File: config.mk
export PLATFORM = sky130hd
export DESIGN_NAME = delay_line_prog_flat
export DESIGN_NICKNAME = d
export VERILOG_FILES = /design/src/rtl/delay_line_prog_if.sv /design/src/rtl/delay_line_prog.sv /design/src/flat_wrapper.sv
export SDC_FILE = /design/constraint.sdc
export NUM_CORES = 1
export LEC_CHECK = 0
export ABC_AREA = 1
export CORE_MARGIN = 4
export CORE_UTILIZATION = 45
export CTS_CLUSTER_SIZE = 28
export DETAILED_ROUTE_END_ITERATION = 8
export GPL_TIMING_DRIVEN = 0
export PLACE_DENSITY = 0.66
export SYNTH_ARGS = -nofsm -noshare
export SYNTH_HDL_FRONTEND = slang
export SYNTH_SLANG_ARGS = --single-unit
File: constraint.sdc
create_clock -name i_clk -period 2.77 [get_ports i_clk]
set_clock_uncertainty 0.05 [all_clocks]
set_input_delay 0.277 -clock i_clk [delete_from_list [all_inputs] [get_ports i_clk]]
set_output_delay 0.277 -clock i_clk [all_outputs]
set_load 0.02 [all_outputs]
File: src/rtl/delay_line_prog_if.sv
// Sample/config bus of the programmable delay line.
// The master drives samples and control strobes; the slave returns the delayed sample and status.
interface delay_line_prog_if #(
    parameter int gp_data_width = 8,
    parameter int gp_max_stages = 16
);
    localparam int c_dly_width = $clog2(gp_max_stages + 1);

    logic                            i_ena;
    logic signed [gp_data_width-1:0] i_data;
    logic [c_dly_width-1:0]          i_delay;
    logic                            i_delay_load;
    logic                            i_flush;
    logic signed [gp_data_width-1:0] o_data;
    logic                            o_valid;
    logic [c_dly_width-1:0]          o_delay;
    logic                            o_cfg_err;

    modport master (
        output i_ena, i_data, i_delay, i_delay_load, i_flush,
        input  o_data, o_valid, o_delay, o_cfg_err
    );

    modport slave (
        input  i_ena, i_data, i_delay, i_delay_load, i_flush,
        output o_data, o_valid, o_delay, o_cfg_err
    );
endinterface

File: src/rtl/delay_line_prog.sv
// Programmable-length sample delay line with fill tracking.
// Delay 0 is a combinational bypass; o_valid marks samples that entered after the last load/flush.
module delay_line_prog #(
    parameter int gp_data_width = 8,
    parameter int gp_max_stages = 16
) (
    input logic              i_clk,
    input logic              i_rst,
    delay_line_prog_if.slave bus
);
    localparam int c_dly_width = $clog2(gp_max_stages + 1);
    localparam logic [c_dly_width-1:0] c_max = c_dly_width'(gp_max_stages);

    typedef enum logic {FILL, RUN} state_t;

    state_t                                     state, state_nxt;
    logic [gp_max_stages-1:0][gp_data_width-1:0] stage;
    logic [c_dly_width-1:0]                     r_delay;
    logic [c_dly_width-1:0]                     r_fill, fill_nxt;
    logic                                       cfg_err;
    logic                                       dly_ovf;

    assign dly_ovf = (bus.i_delay > c_max);

    // Flush wins over shift: the incoming sample is dropped along with the contents.
    always_ff @(posedge i_clk) begin
        if (i_rst || bus.i_flush) begin
            stage <= '0;
        end else if (bus.i_ena) begin
            stage[0] <= bus.i_data;
            for (int k = 1; k < gp_max_stages; k++) stage[k] <= stage[k-1];
        end
    end

    always_ff @(posedge i_clk) begin
        if (i_rst) begin
            r_delay <= c_max;
            cfg_err <= 1'b0;
        end else begin
            cfg_err <= bus.i_delay_load && dly_ovf;
            if (bus.i_delay_load) r_delay <= dly_ovf ? c_max : bus.i_delay;
        end
    end

    always_ff @(posedge i_clk) begin
        if (i_rst) begin
            state  <= FILL;
            r_fill <= '0;
        end else begin
            state  <= state_nxt;
            r_fill <= fill_nxt;
        end
    end

    // A load or flush restarts the fill; the shift on that edge is not counted.
    always_comb begin
        state_nxt = state;
        fill_nxt  = r_fill;
        if (bus.i_delay_load || bus.i_flush) begin
            state_nxt = FILL;
            fill_nxt  = '0;
        end else if (state == FILL) begin
            if (r_delay == '0) begin
                state_nxt = RUN;
            end else if (bus.i_ena) begin
                if (r_fill != r_delay) fill_nxt = r_fill + 1'b1;
                if (r_fill == r_delay - 1'b1) state_nxt = RUN;
            end
        end
    end

    // Tap select by comparison keeps the index within the stage range for any r_delay.
    always_comb begin
        bus.o_data = bus.i_data;
        for (int k = 0; k < gp_max_stages; k++) begin
            if (r_delay == c_dly_width'(k + 1)) bus.o_data = stage[k];
        end
    end

    assign bus.o_valid   = (state == RUN);
    assign bus.o_delay   = r_delay;
    assign bus.o_cfg_err = cfg_err;
endmodule

File: src/flat_wrapper.sv
// flat-port wrapper written by rule: the top's interface ports become plain ports
module delay_line_prog_flat 
#(
    parameter int gp_data_width = 8,
    parameter int gp_max_stages = 16
)
  (i_clk, i_rst, bus_i_ena, bus_i_data, bus_i_delay, bus_i_delay_load, bus_i_flush, bus_o_data, bus_o_valid, bus_o_delay, bus_o_cfg_err);
  delay_line_prog_if #(.gp_data_width(gp_data_width), .gp_max_stages(gp_max_stages)) bus_i ();
  input logic i_clk;
  input logic i_rst;
  input wire logic [$bits(bus_i.i_ena)-1:0] bus_i_ena;
  input wire logic [$bits(bus_i.i_data)-1:0] bus_i_data;
  input wire logic [$bits(bus_i.i_delay)-1:0] bus_i_delay;
  input wire logic [$bits(bus_i.i_delay_load)-1:0] bus_i_delay_load;
  input wire logic [$bits(bus_i.i_flush)-1:0] bus_i_flush;
  output wire logic [$bits(bus_i.o_data)-1:0] bus_o_data;
  output wire logic [$bits(bus_i.o_valid)-1:0] bus_o_valid;
  output wire logic [$bits(bus_i.o_delay)-1:0] bus_o_delay;
  output wire logic [$bits(bus_i.o_cfg_err)-1:0] bus_o_cfg_err;
  assign bus_i.i_ena = bus_i_ena;
  assign bus_i.i_data = bus_i_data;
  assign bus_i.i_delay = bus_i_delay;
  assign bus_i.i_delay_load = bus_i_delay_load;
  assign bus_i.i_flush = bus_i_flush;
  assign bus_o_data = bus_i.o_data;
  assign bus_o_valid = bus_i.o_valid;
  assign bus_o_delay = bus_i.o_delay;
  assign bus_o_cfg_err = bus_i.o_cfg_err;
  delay_line_prog #(.gp_data_width(gp_data_width), .gp_max_stages(gp_max_stages)) u_core (.i_clk(i_clk), .i_rst(i_rst), .bus(bus_i));
endmodule
### Word-level counts from Yosys, hierarchy flattened

Cells that the tools add are included.

* flip-flop bits (word level): 140
* logic and storage cells: 70
* input bits: 18

* muxes and demuxes: 21
* equality and inequality tests: 18
* reductions and logical operators: 6
* order comparisons: 1
* bitwise logic cells: 2
* add/sub/neg operators: 2

Operator list (number)
* $mux 8: 16
* $eq 5x4->1 const B: 8
* $eq 5x3->1 const B: 4
* $eq 5x2->1 const B: 2
* $add 5x1->5 const B: 1
* $eq 5x1->1 const B: 1
* $eq 5x5->1: 1
* $eq 5x5->1 const B: 1
* $gt 5x5->1 const B: 1
* $logic_not 5->1: 1
* $mux 5: 1
* $ne 5x5->1: 1
* $sub 5x1->5 const B: 1
* $mux 1: 4
* $reduce_and 4->1: 1
* $logic_or 1x1->1: 2
* $not 1->1: 2
* $reduce_or 2->1: 1
* $logic_and 1x1->1: 1

### Longest topological paths before layout

* depth after elaboration: 17
* mapped depth: 24
* depth with buffers taken out: 24

### Worst setup path after synthesis

OpenSTA, ideal clock, no wires.

* kind: register to output
* from: reg u_core.r_delay[0], in the netlist u_core.bus.o_delay[0]
* to: out bus_o_data[5]
* setup slack: 0.174 ns
* stages on the path, launching flop included: 22
* path buffers: 0
* required time: 2.443 ns
* arrival time: 2.269 ns
* cell sequence: dfxtp_1 > inv_1 > ha_1 > nand2_4 > inv_4 > nand2_4 > nand3_1 > nand3_1 > nand3_1 > nand2_1 > nand2_1 > nand2_1 > nand3_1 > nand3_1 > nand3_1 > nand2_1 > nand2_1 > nand3_1 > nand2_1 > nand2_1 > nand2_1 > a21oi_1

* word-level cells in the longest chain between the ends: 17
* elaborated cells on any way between the ends: 32
* classes of those cells: 16 x eq/ne; 16 x mux

RTL lines
* start, declared: RTL line delay_line_prog.sv:18 `logic [c_dly_width-1:0] r_delay;`
* start signal, assigned: RTL line delay_line_prog.sv:37 `r_delay <= c_max;`
* start signal, assigned: RTL line delay_line_prog.sv:41 `if (bus.i_delay_load) r_delay <= dly_ovf ? c_max : bus.i_delay;`
* $eq 5x1->1: RTL line delay_line_prog.sv:76 `if (r_delay == c_dly_width'(k + 1)) bus.o_data = stage[k];`
* $mux 8 (15 in a row): RTL line delay_line_prog.sv:76
* $mux 8 *: RTL line delay_line_prog.sv:76
* end, declared: RTL line flat_wrapper.sv:16 `output wire logic [$bits(bus_i.o_data)-1:0] bus_o_data;`

Every way passes the cells marked *; elsewhere a longest branch is shown, timed or not.

### Worst setup path after layout

* from: reg u_core.r_delay[1], in the netlist u_core.bus.o_delay[1]
* to: out bus_o_data[2]

The elaborated chain is that of the path after synthesis.

==> impl_metrics.env <==
export IMPL_grt_pass1_vias=6242
export IMPL_p_per_area_mw_per_mm2=550
export IMPL_synth_edf_count=0
export IMPL_dieWidth_um=132
export IMPL_tightest_slew_ns=0.585
export IMPL_cts_tree="yes"
export IMPL_clk_latency_ns=0.42
export IMPL_setup_tns_ns=-2.83
export IMPL_synth_area_top_cells="dfxtp_1 (41%), nand2_1 (23%), a21oi_1 (10%), inv_1 (4.8%), nand3_1 (4.7%)"
export IMPL_grt_max_degree=17
export IMPL_grt_pass1_wl_um=30400
export IMPL_synth_top_area_cell="dfxtp_1"
export IMPL_place_area_mm2=0.00746
export IMPL_via_count=6814
export IMPL_cts_buffer_depth=2
export IMPL_r2r_end="u_core.r_fill[4]"
export IMPL_via_per_inst=5.12
export IMPL_fin_crit_ns=3.22
export IMPL_relSlewSlack_pct=60.8
export IMPL_synth_top_area_share_pct=40.6
export IMPL_grt_use_total_pct=21.2
export IMPL_crit_start="u_core.bus.o_delay[1]"
export IMPL_crit_path_end_kind="output port"
export IMPL_power_frac_comb_pct=11.5
export IMPL_ys_types=38
export IMPL_nets=1155
export IMPL_critPathBufInv=4
export IMPL_async_reset_ff_share_pct=0
export IMPL_start_util_pct=45.6
export IMPL_htree_levels=4
export IMPL_cts_sinks=140
export IMPL_max_vdd_ir_drop_v=0.000442
export IMPL_ys_seq_area_share_pct=40.6
export IMPL_die_area_mm2=0.0174
export IMPL_post_place_ws_ns=-0.758
export IMPL_slew_violations=0
export IMPL_crit_slowest_cell="dfxtp_4"
export IMPL_dr_first_iter_drc_count=506
export IMPL_clk_pin_slew_ns=0.06
export IMPL_drive_above_1_share_pct=16.4
export IMPL_worstPathRequired_ns=2.44
export IMPL_num_antenna_cells=0
export IMPL_endpoint="bus_o_data[2]"
export IMPL_hp_class="primary input to flop"
export IMPL_violations="setup timing"
export IMPL_setup_viol=8
export IMPL_cts_root_buf="clkbuf_16"
export IMPL_yosysWarnings=0
export IMPL_crit_path_max_incr_delay_ns=0.37
export IMPL_antenna_found_initial=0
export IMPL_synth_net_count=1078
export IMPL_cp_cell_sequence="inv_4 -> ha_4 -> inv_4 -> nor2_8 -> nand2_4 -> buf_6 -> o211ai_1 -> nand3_1 -> nand3_2 -> nand2_1 -> nand2_1 -> nand2_1 -> nand3_2 -> nand3_2 -> nand2_2 -> nand2_2 -> nand3_2 -> nand3_2 -> nand2_2 -> nand2_2 -> nand2_1 -> nand2_1 -> buf_6"
export IMPL_first_pass_iters=7
export IMPL_post_route_drc_count=0
export IMPL_drt_wl_total_um=18500
export IMPL_finish_utilization_pct=56.6
export IMPL_rows=45
export IMPL_hold_ws_ns=0.372
export IMPL_switchingPower_mw=1.21
export IMPL_layout_setup_ws_ns=-0.448
export IMPL_syn_mean_instance_area_um2=6.55
export IMPL_synth_most_common_cell="nand2_1"
export IMPL_path_depth=23
export IMPL_critPathKind="flop to output port"
export IMPL_ant_nets=0
export IMPL_status="finished with violations"
export IMPL_finalHoldViolCount=0
export IMPL_critPathTopFamily="simple AND/OR/NAND/NOR gates"
export IMPL_critPathLaunchType="flop"
export IMPL_seq_power_share_pct=43.4
export IMPL_core_area_mm2=0.0151
export IMPL_syn_area_mm2=0.00691
export IMPL_p_leak_nw=3.35
export IMPL_p_clk_share_pct=45.1
export IMPL_io_pins=33
export IMPL_die_h_um=132
export IMPL_switching_share_pct=25.8
export IMPL_cts_made_buffers=17
export IMPL_crit_fanout=5
export IMPL_port_buffers=32
export IMPL_worstHoldStart="bus_i_data[7]"
export IMPL_ys_top_cells_by_count="nand2_1 (422), a21oi_1 (140), dfxtp_1 (140)"
export IMPL_holdBufCountCts=0
export IMPL_fmax_ghz=0.311
export IMPL_ys_ff_latch=140
export IMPL_intPower_mw=3.50
export IMPL_gp_congestion=0.827
export IMPL_fin_area_mm2=0.00857
export IMPL_rsz0062_at_grt="yes"
export IMPL_timing_final_crit_share_pct=116
export IMPL_r2r_start="u_core.bus.o_delay[4]"
export IMPL_cap_violations=0
export IMPL_critPathArrivalTime_ns=2.89
export IMPL_area_delta_synth_final_pct=24.1
export IMPL_synthFlopType="dfxtp_1"
export IMPL_reg2reg_depth=10
export IMPL_syn_inst=1054
export IMPL_rrSetupSlack_ns=0.81
export IMPL_wire_per_inst_um=13.9
export IMPL_dp_hpwl_um=12600
export IMPL_grt_overflow=0
-- timing repair --
item                       4_1_cts  5_1_grt
buffers inserted                11       14
setup endpoints to repair        8        8
pin swaps                       25       36
cloned                           2        1
gates resized for setup         92       49
-- placed cells by master, fill, tap and decap left out, types with 2 or more instances in the layout --
cell type,Yosys,layout
dfxtp_2,0,2
nand4_1,2,2
buf_4,6,27
or2_2,12,12
nand2_8,0,2
buf_2,3,2
nor3_1,2,2
nor2_1,5,4
or2_1,5,5
nand3_1,65,37
xor2_1,2,2
nor2_4,2,7
clkbuf_1,42,43
clkbuf_8,0,6
o21ai_0,39,38
ha_1,6,2
inv_8,0,2
clkdlybuf4s50_1,0,24
inv_4,1,4
clkbuf_16,0,17
inv_1,88,82
nand2_4,3,4
dfxtp_1,140,136
xnor2_1,5,5
nor2_2,8,4
or2_0,7,7
buf_6,3,15
nand3_2,0,28
a211oi_1,3,3
clkinv_2,1,8
nand2_2,1,13
inv_2,20,21
nor2_8,2,2
ha_4,0,4
dfxtp_4,0,2
o211ai_1,4,4
a21oi_1,140,139
nand2_1,422,408
o21ai_1,7,7
-- layout make-up --
class | instances | area, um2
Clock inverter | 7 | 37.5
Inverter | 111 | 444
Clock buffer | 24 | 512
Tap cell | 188 | 235
Timing Repair Buffer | 57 | 531
Sequential cell | 140 | 2810
Fill cell | 1469 | 6570
Multi-Input combinational cell | 749 | 3730
Buffer | 55 | 273
-- cell families after synthesis --
family,share of synthesized area [%]
simple gates,32.9
compound gates,14.8
buf+inv,9.78
flops,40.6
xor+xnor,0.888
fa+ha+maj,1.09
-- per-stage QoR --
step,power (mW),cells
after floorplan,2.37,1054
after global placement,2.55,1274
after detailed placement,2.55,1274
after CTS,4.69,1318
after global routing,4.88,1331
final,4.71,1331
-- worst register-to-register path, stage by stage (launching register included) --
cell and delay [ns]:
dfxtp_2 0.34, buf_6 0.15, buf_4 0.13, xor2_1 0.23
a21oi_1 0.07, nand4_1 0.08, nand3_1 0.18, nor3_1 0.24
nand2_1 0.09, or2_0 0.20, a21oi_1 0.11
-- routing by layer --
layer	up-vias	routed length (um)	GRT usage, %	part of all wire [%]
li1	3482	-	-	-
met1	3148	8670	28.2	47
met2	156	8770	34.2	47
met3	28	726	4.39	3.9
met4	0	368	7.35	2.0
met5	-	0	0	0
-- worst min path at each step --
stage,endpoint,slack (ns),cells after the start
CTS,u_core.stage[2],0.36,3
global placement,u_core.stage[123],0.40,2
floorplan,u_core.bus.o_delay[2],0.30,1
detailed placement,u_core.stage[127],0.40,2
finish,u_core.stage[7],0.37,3
global route,u_core.stage[7],0.38,3
-- sequential cells by signal, summed over array words and instances (netlist names) --
name / cells
u_core.bus.o_cfg_err: 1
u_core.bus.o_delay: 5
u_core.bus.o_valid: 1
u_core.r_fill: 5
u_core.stage: 128
-- power groups by stage --
stage               combinational [mW]  clock (mW)  sequential, mW
floorplan                        0.286           0            2.09
global placement                 0.462           0            2.09
detailed placement               0.463           0            2.09
CTS                              0.493        2.16            2.04
global route                     0.589        2.24            2.05
finish                           0.542        2.13            2.04
No activity file was read; power rests on OpenSTA's default activity.
